===== config.mk =====
export PLATFORM = sky130hd
export DESIGN_NAME = dmem_arbiter
export DESIGN_NICKNAME = d
export VERILOG_FILES = /design/src/rtl/dmem_arb_pkg.sv /design/src/rtl/dmem_arb_pick.sv /design/src/rtl/dmem_arbiter.sv
export SDC_FILE = /design/constraint.sdc
export NUM_CORES = 1
export LEC_CHECK = 0
export ABC_AREA = 1
export ABC_CLOCK_PERIOD_IN_PS = 9100
export CAP_MARGIN = 25
export CORE_MARGIN = 5
export CORE_UTILIZATION = 40
export CTS_CLUSTER_DIAMETER = 60
export DETAILED_ROUTE_END_ITERATION = 12
export HOLD_SLACK_MARGIN = 0.05
export PLACE_DENSITY = 0.79
export SLEW_MARGIN = 20
export SYNTH_ARGS = -nofsm -noshare
export SYNTH_HDL_FRONTEND = slang
export SYNTH_SLANG_ARGS = --single-unit

===== constraint.sdc =====
create_clock -name clk -period 9.1 [get_ports clk]
set_input_delay 1.82 -clock clk [delete_from_list [all_inputs] [get_ports clk]]
set_output_delay 1.82 -clock clk [all_outputs]
set_load 0.01 [all_outputs]

===== src/rtl/dmem_arb_pkg.sv =====
// dmem_arb_pkg: shared types and constants for the two-port data-memory arbiter
package dmem_arb_pkg;
  localparam int ARB_ADDR_W = 32;
  localparam int ARB_DATA_W = 32;
  localparam int ARB_MEM_WORDS = 256;
  localparam int WIDX_MSB = $clog2(ARB_MEM_WORDS) + 1;
  typedef enum logic [1:0] {IDLE, ACCESS, RESP} state_t;
  typedef logic owner_t;
  typedef struct packed {
    owner_t owner;
    logic we;
    logic [ARB_ADDR_W-1:0] addr;
    logic [ARB_DATA_W-1:0] wdata;
    logic err;
  } txn_t;
  function automatic int widx_msb(input int words);
    return $clog2(words) + 1;
  endfunction
endpackage


===== src/rtl/dmem_arb_pick.sv =====
// dmem_arb_pick: two-way request picker; round-robin on ptr under DMEM_ARB_RR_EN, else port 0 first
module dmem_arb_pick
  import dmem_arb_pkg::*;
(
  input  logic       v0,
  input  logic       v1,
  input  logic       ptr,
  output logic [1:0] gnt
);
`ifdef DMEM_ARB_RR_EN
  assign gnt = {v1 && (!v0 || ptr), v0 && (!v1 || !ptr)};
`else
  logic unused_ptr;
  assign unused_ptr = ptr;
  assign gnt = {v1 && !v0, v0};
`endif
endmodule


===== src/rtl/dmem_arbiter.sv =====
// dmem_arbiter: two-port valid/ready arbiter and sequencer for a single-port data memory.
// Define DMEM_ARB_RR_EN for round-robin arbitration; default build is fixed priority to port 0.
module dmem_arbiter
  import dmem_arb_pkg::*;
#(
  parameter int ADDR_W = ARB_ADDR_W,
  parameter int DATA_W = ARB_DATA_W,
  parameter int MEM_WORDS = ARB_MEM_WORDS
) (
  input  logic              clk,
  input  logic              rst,
  input  logic              m0_req_valid,
  output logic              m0_req_ready,
  input  logic              m0_req_we,
  input  logic [ADDR_W-1:0] m0_req_addr,
  input  logic [DATA_W-1:0] m0_req_wdata,
  output logic              m0_rsp_valid,
  input  logic              m0_rsp_ready,
  output logic [DATA_W-1:0] m0_rsp_rdata,
  output logic              m0_rsp_err,
  input  logic              m1_req_valid,
  output logic              m1_req_ready,
  input  logic              m1_req_we,
  input  logic [ADDR_W-1:0] m1_req_addr,
  input  logic [DATA_W-1:0] m1_req_wdata,
  output logic              m1_rsp_valid,
  input  logic              m1_rsp_ready,
  output logic [DATA_W-1:0] m1_rsp_rdata,
  output logic              m1_rsp_err,
  output logic              mem_read,
  output logic              mem_write,
  output logic [ADDR_W-1:0] mem_addr,
  output logic [DATA_W-1:0] mem_wdata,
  input  logic [DATA_W-1:0] mem_rdata
);
  localparam int MSB = widx_msb(MEM_WORDS);
  state_t state, state_nx;
  txn_t txn;
  logic [DATA_W-1:0] rdata;
  logic [1:0] gnt;
  logic ptr, hs, req_we, req_err, rsp_ack;
  logic [ADDR_W-1:0] req_addr;
  logic [DATA_W-1:0] req_wdata;
  dmem_arb_pick u_pick (.v0(m0_req_valid), .v1(m1_req_valid), .ptr(ptr), .gnt(gnt));
`ifdef DMEM_ARB_RR_EN
  always_ff @(posedge clk or posedge rst)
    if (rst) ptr <= 1'b0;
    else if (hs) ptr <= ~gnt[1];
`else
  assign ptr = 1'b0;
`endif
  assign hs = state == IDLE && |gnt;
  assign req_we = gnt[1] ? m1_req_we : m0_req_we;
  assign req_addr = gnt[1] ? m1_req_addr : m0_req_addr;
  assign req_wdata = gnt[1] ? m1_req_wdata : m0_req_wdata;
  assign req_err = |req_addr[1:0] || |(req_addr >> (MSB + 1));
  assign rsp_ack = txn.owner ? m1_rsp_ready : m0_rsp_ready;
  assign mem_addr = ADDR_W'(txn.addr);
  assign mem_wdata = DATA_W'(txn.wdata);
  always_ff @(posedge clk or posedge rst)
    if (rst) begin
      state <= IDLE;
      txn <= '0;
      rdata <= '0;
      mem_read <= 1'b0;
      mem_write <= 1'b0;
    end else begin
      state <= state_nx;
      mem_read <= hs && !req_we && !req_err;
      mem_write <= hs && req_we && !req_err;
      if (hs) txn <= '{owner: gnt[1], we: req_we, addr: ARB_ADDR_W'(req_addr),
                       wdata: ARB_DATA_W'(req_wdata), err: req_err};
      if (state == ACCESS) rdata <= (!txn.we && !txn.err) ? mem_rdata : '0;
    end
  always_comb begin
    state_nx = state == IDLE ? (hs ? ACCESS : IDLE) :
               state == ACCESS ? RESP : (rsp_ack ? IDLE : RESP);
    m0_req_ready = state == IDLE && gnt[0] && !rst;
    m1_req_ready = state == IDLE && gnt[1] && !rst;
    m0_rsp_valid = state == RESP && !txn.owner;
    m1_rsp_valid = state == RESP && txn.owner;
    m0_rsp_rdata = m0_rsp_valid ? rdata : '0;
    m1_rsp_rdata = m1_rsp_valid ? rdata : '0;
    m0_rsp_err = m0_rsp_valid && txn.err;
    m1_rsp_err = m1_rsp_valid && txn.err;
  end
endmodule


==> results_tabular.tex <==
\begin{tabular}{lr}
\hline
Metric & Value \\
\hline
\multicolumn{2}{l}{\textbf{Clocking}} \\
Maximum root-to-sink buffer count & 2 \\
Number of hold buffers added after cts & 0 \\
Number of H-tree levels & 3 \\
Post-CTS Setup Repair Bufs & 0 \\
TritonCTS buffer count & 9 \\
Clock slew seen by the registers of the worst setup and hold paths & 0.07 ns \\
Sinks on Clock Net & 103 \\
Number of cells upsized or downsized after cts & 0 \\
Clk Tree Root Cell & sky130\_fd\_sc\_hd\_\_clkbuf\_16 \\
CTS tree & yes \\
Clock insertion delay at the later pin of the skew report & 0.35 ns \\
\multicolumn{2}{l}{\textbf{Setup path}} \\
Required time reported for the critical path endpoint & 7.28 ns \\
Delay of the slowest cell on the worst path & 0.83 ns \\
Data arrival, critical path & 3.81 ns \\
Launch instance of the worst register-to-register path & state[1] \\
Crit path cell chain & clkdlybuf4s50\_1 -> inv\_2 -> nor2\_4 -> nand2\_1 -> nor2\_1 -> clkdlybuf4s50\_1 \\
Crit path to & m1\_req\_ready \\
FF-to-FF setup slack & 7.07 ns \\
Critical-path top delay cell & sky130\_fd\_sc\_hd\_\_clkdlybuf4s50\_1 \\
Startpoint of the most critical setup path & m1\_req\_valid \\
Kind of launch point of the worst setup path & input pin \\
Cell with the most instances on the worst path & sky130\_fd\_sc\_hd\_\_clkdlybuf4s50\_1 \\
WP depth & 6 \\
Worst reg2reg endpoint & mem\_write \\
Critical path buffers and inverters & 3 \\
Startpoint-to-endpoint class of the critical path & input pin to output port \\
Logic depth of the worst register-to-register path & 8 \\
Critical path fanouts, max & 14 \\
Endpoint type of the worst setup path & output port \\
Largest delay share family, worst path & buffers and inverters \\
\multicolumn{2}{l}{\textbf{Cells and area}} \\
Post-synthesis to final-layout area growth & 53.6\% \\
Fraction of layout cells with a size suffix above 1 & 3.34\% \\
Finished Cell Area & 8610 um2 \\
Net count, final & 1,150 \\
N\_diodes & 0 \\
\multicolumn{2}{l}{\textbf{STA}} \\
Final TNS setup & 0 ns \\
Portion of the clock cycle consumed by the worst path in the final layout & 61.9\% \\
Relative slew slack & 41.1\% \\
Count of pins over their slew limit & 0 \\
Post-route setup slack & 3.47 ns \\
Unrepaired setup endpoints after global routing & no \\
Final Hold Viols & 0 \\
Maximum frequency from static timing analysis & 177 MHz \\
Setup skew after layout & 0.00762 ns \\
Final critical delay including setup and external delays & 5.63 ns \\
Final setup viols & 0 \\
Transition time at the pin with the least slew margin & 0.883 ns \\
\multicolumn{2}{l}{\textbf{Global routing}} \\
Number of antenna violations at the first check in global routing & 0 \\
Aggregate global routing overflow & 0 \\
Overall routing resource usage & 21.7\% \\
Wire length of the first global-routing pass & 27.7 mm \\
Vias in the first global route & 5,229 \\
Largest net degree at the start of global routing & 80 \\
\multicolumn{2}{l}{\textbf{Detailed routing}} \\
Detailed-routing iteration count for the pre-antenna-repair pass & 5 \\
Number of DRC markers after the initial detailed-route iteration & 255 \\
Vias per cell & 4.73 \\
Total detailed-routing wirelength & 18.3 mm \\
Antenna-violating nets left & 0 \\
Drc violations & 0 \\
Post-DR wirelength/cell & 15.7 um \\
Number of vias after detailed routing & 5,521 \\
\multicolumn{2}{l}{\textbf{Logic synthesis}} \\
Nets in the synthesized netlist & 937 \\
Count of mapped cells out of synthesis & 769 \\
Synth cell types & 21 \\
Avg Inst Size Synth & 7.29 um2 \\
Ys async rst share & 100\% \\
Primary flip-flop cell chosen by synthesis mapping & sky130\_fd\_sc\_hd\_\_dfrtp\_1 \\
Count of flip-flops with a built-in enable after synthesis & 0 \\
Flop and latch count out of synthesis & 103 \\
Sequential cell area fraction in the yosys report & 46.0\% \\
Number of warnings reported in the yosys synthesis log & 0 \\
Post-synthesis instance area & 5610 um2 \\
\multicolumn{2}{l}{\textbf{Power}} \\
Power per unit of standard cell area & 228 nW/um2 \\
Peak ir drop on the vdd network & 0.000147 V \\
Leakage power summed over all cells & 3.67 nW \\
\multicolumn{2}{l}{\textbf{Die}} \\
Core Box Area & 13,800 um2 \\
Chip width & 128 um \\
Placement Rows & 43 \\
Initial core utilization & 40.5\% \\
Number of placed I/O pins & 304 \\
Die Y & 128 um \\
Total Die Area & 16,500 um2 \\
\multicolumn{2}{l}{\textbf{Job}} \\
Maxcap violations & 0 \\
\multicolumn{2}{l}{\textbf{Placed design}} \\
Placer Congestion & 0.891 \\
DP Wirelength & 13.8 mm \\
Worst slack, placed & 3.42 ns \\
Port-buffer cells & 303 \\
Placed Area & 8280 um2 \\
\multicolumn{2}{l}{\textbf{Hold path}} \\
Tightest Hold Check Type & register to register \\
\multicolumn{2}{l}{\textbf{Status}} \\
Outcome & complete, no violations \\
\hline
\end{tabular}
==> tightest hold or removal path: cells and delay by family (launching register included) <==
family,cells,cell delay [ns]
compound gates,1,0.06
simple gates,1,0.05
flops,1,0.34
==> synth_stat cells (2+ instances only) <==
cell	instances	area [um2]
sky130_fd_sc_hd__o21ai_0	124	621
sky130_fd_sc_hd__nor3_1	2	10.0
sky130_fd_sc_hd__buf_4	66	495
sky130_fd_sc_hd__buf_1	3	11.3
sky130_fd_sc_hd__o21ai_1	14	70.1
sky130_fd_sc_hd__nand2_1	150	563
sky130_fd_sc_hd__nand3_1	43	215
sky130_fd_sc_hd__nor2_1	138	518
sky130_fd_sc_hd__dfrtp_1	103	2580
sky130_fd_sc_hd__clkbuf_1	31	116
sky130_fd_sc_hd__buf_2	9	45.0
sky130_fd_sc_hd__inv_2	3	11.3
sky130_fd_sc_hd__nand3b_1	2	15.0
sky130_fd_sc_hd__a31oi_1	5	31.3
sky130_fd_sc_hd__inv_1	70	263
==> final cells by class <==
type                    count  area (um2)
clock buffers              14         274
clock inverters             2        13.8
fillers                  1254        5220
inverters                  73         277
multi-input cells         484        2110
flip-flops and latches    103        2580
well taps                 180         225
repair buffers            311        3130
==> worst min path at each step <==
stage | endpoint | slack, ns | startpoint | cells after the start
floorplan | txn[65] | 0.45 | txn[65] | 2
global placement | mem_wdata[25] | 0.47 | mem_wdata[25] | 2
detailed placement | mem_wdata[0] | 0.47 | mem_wdata[0] | 2
CTS | mem_wdata[0] | 0.49 | mem_wdata[0] | 2
global route | mem_wdata[4] | 0.50 | mem_wdata[4] | 2
finish | mem_wdata[0] | 0.48 | mem_wdata[0] | 2
==> stage by stage <==
step	hold WS (ns)	total power (W)	utilization [%]	instances
final	0.481	0.00197	62.3	1167
after global routing	0.501	0.00211	62.3	1167
after CTS	0.489	0.00198	61.9	1165
after detailed placement	0.471	0.00159	59.9	1149
after global placement	0.466	0.00157	59.7	1148
after floorplan	0.454	0.00128	-	769
==> cells in the final DEF (no fill, tap or decap), drive strengths merged <==
cell type      synthesis  routed
a31o                   1       1
a31oi                  5       5
buf                   78       8
clkbuf                31      14
clkdlybuf4s50          0     303
clkinv                 0       2
dfrtp                103     103
inv                   73      73
nand2                151     151
nand3                 43      43
nand3b                 2       2
nor2                 139     139
nor3                   2       2
nor4                   1       1
o21ai                139     139
or2                    1       1
==> cell families (layout without fill, tap and decap cells) <==
logic type             after synthesis  after routing  share of synthesized area (%)
flip-flops                         103            103                           46.0
buffers and inverters              182            400                           16.8
AND/OR/NAND/NOR                    339            339                           24.0
AO/OA/AOI/OAI                      145            145                           13.2
==> registers in the layout (all words and copies together), names as in the netlist <==
register and cells:
mem_addr 32, mem_read 1, mem_wdata 32, mem_write 1
rdata 32, state 2, txn 3
==> layer usage <==
metal / part of all wire (%) / up-vias / wire length [um] / track usage (%)
met3: 10 / 42 / 1920 / 8.09
met5: 0 / - / 0 / 0
met1: 38 / 2464 / 7000 / 24.3
met4: 4.0 / 0 / 735 / 10.7
met2: 47 / 237 / 8630 / 36.3
li1: - / 2778 / - / -
==> power by group <==
group          internal, W  total (W)  switching, W
combinational     0.000439   0.000893      0.000455
sequential        0.000611   0.000696     0.0000853
clock             0.000209   0.000376      0.000167
No activity file was read; power rests on OpenSTA's default activity.
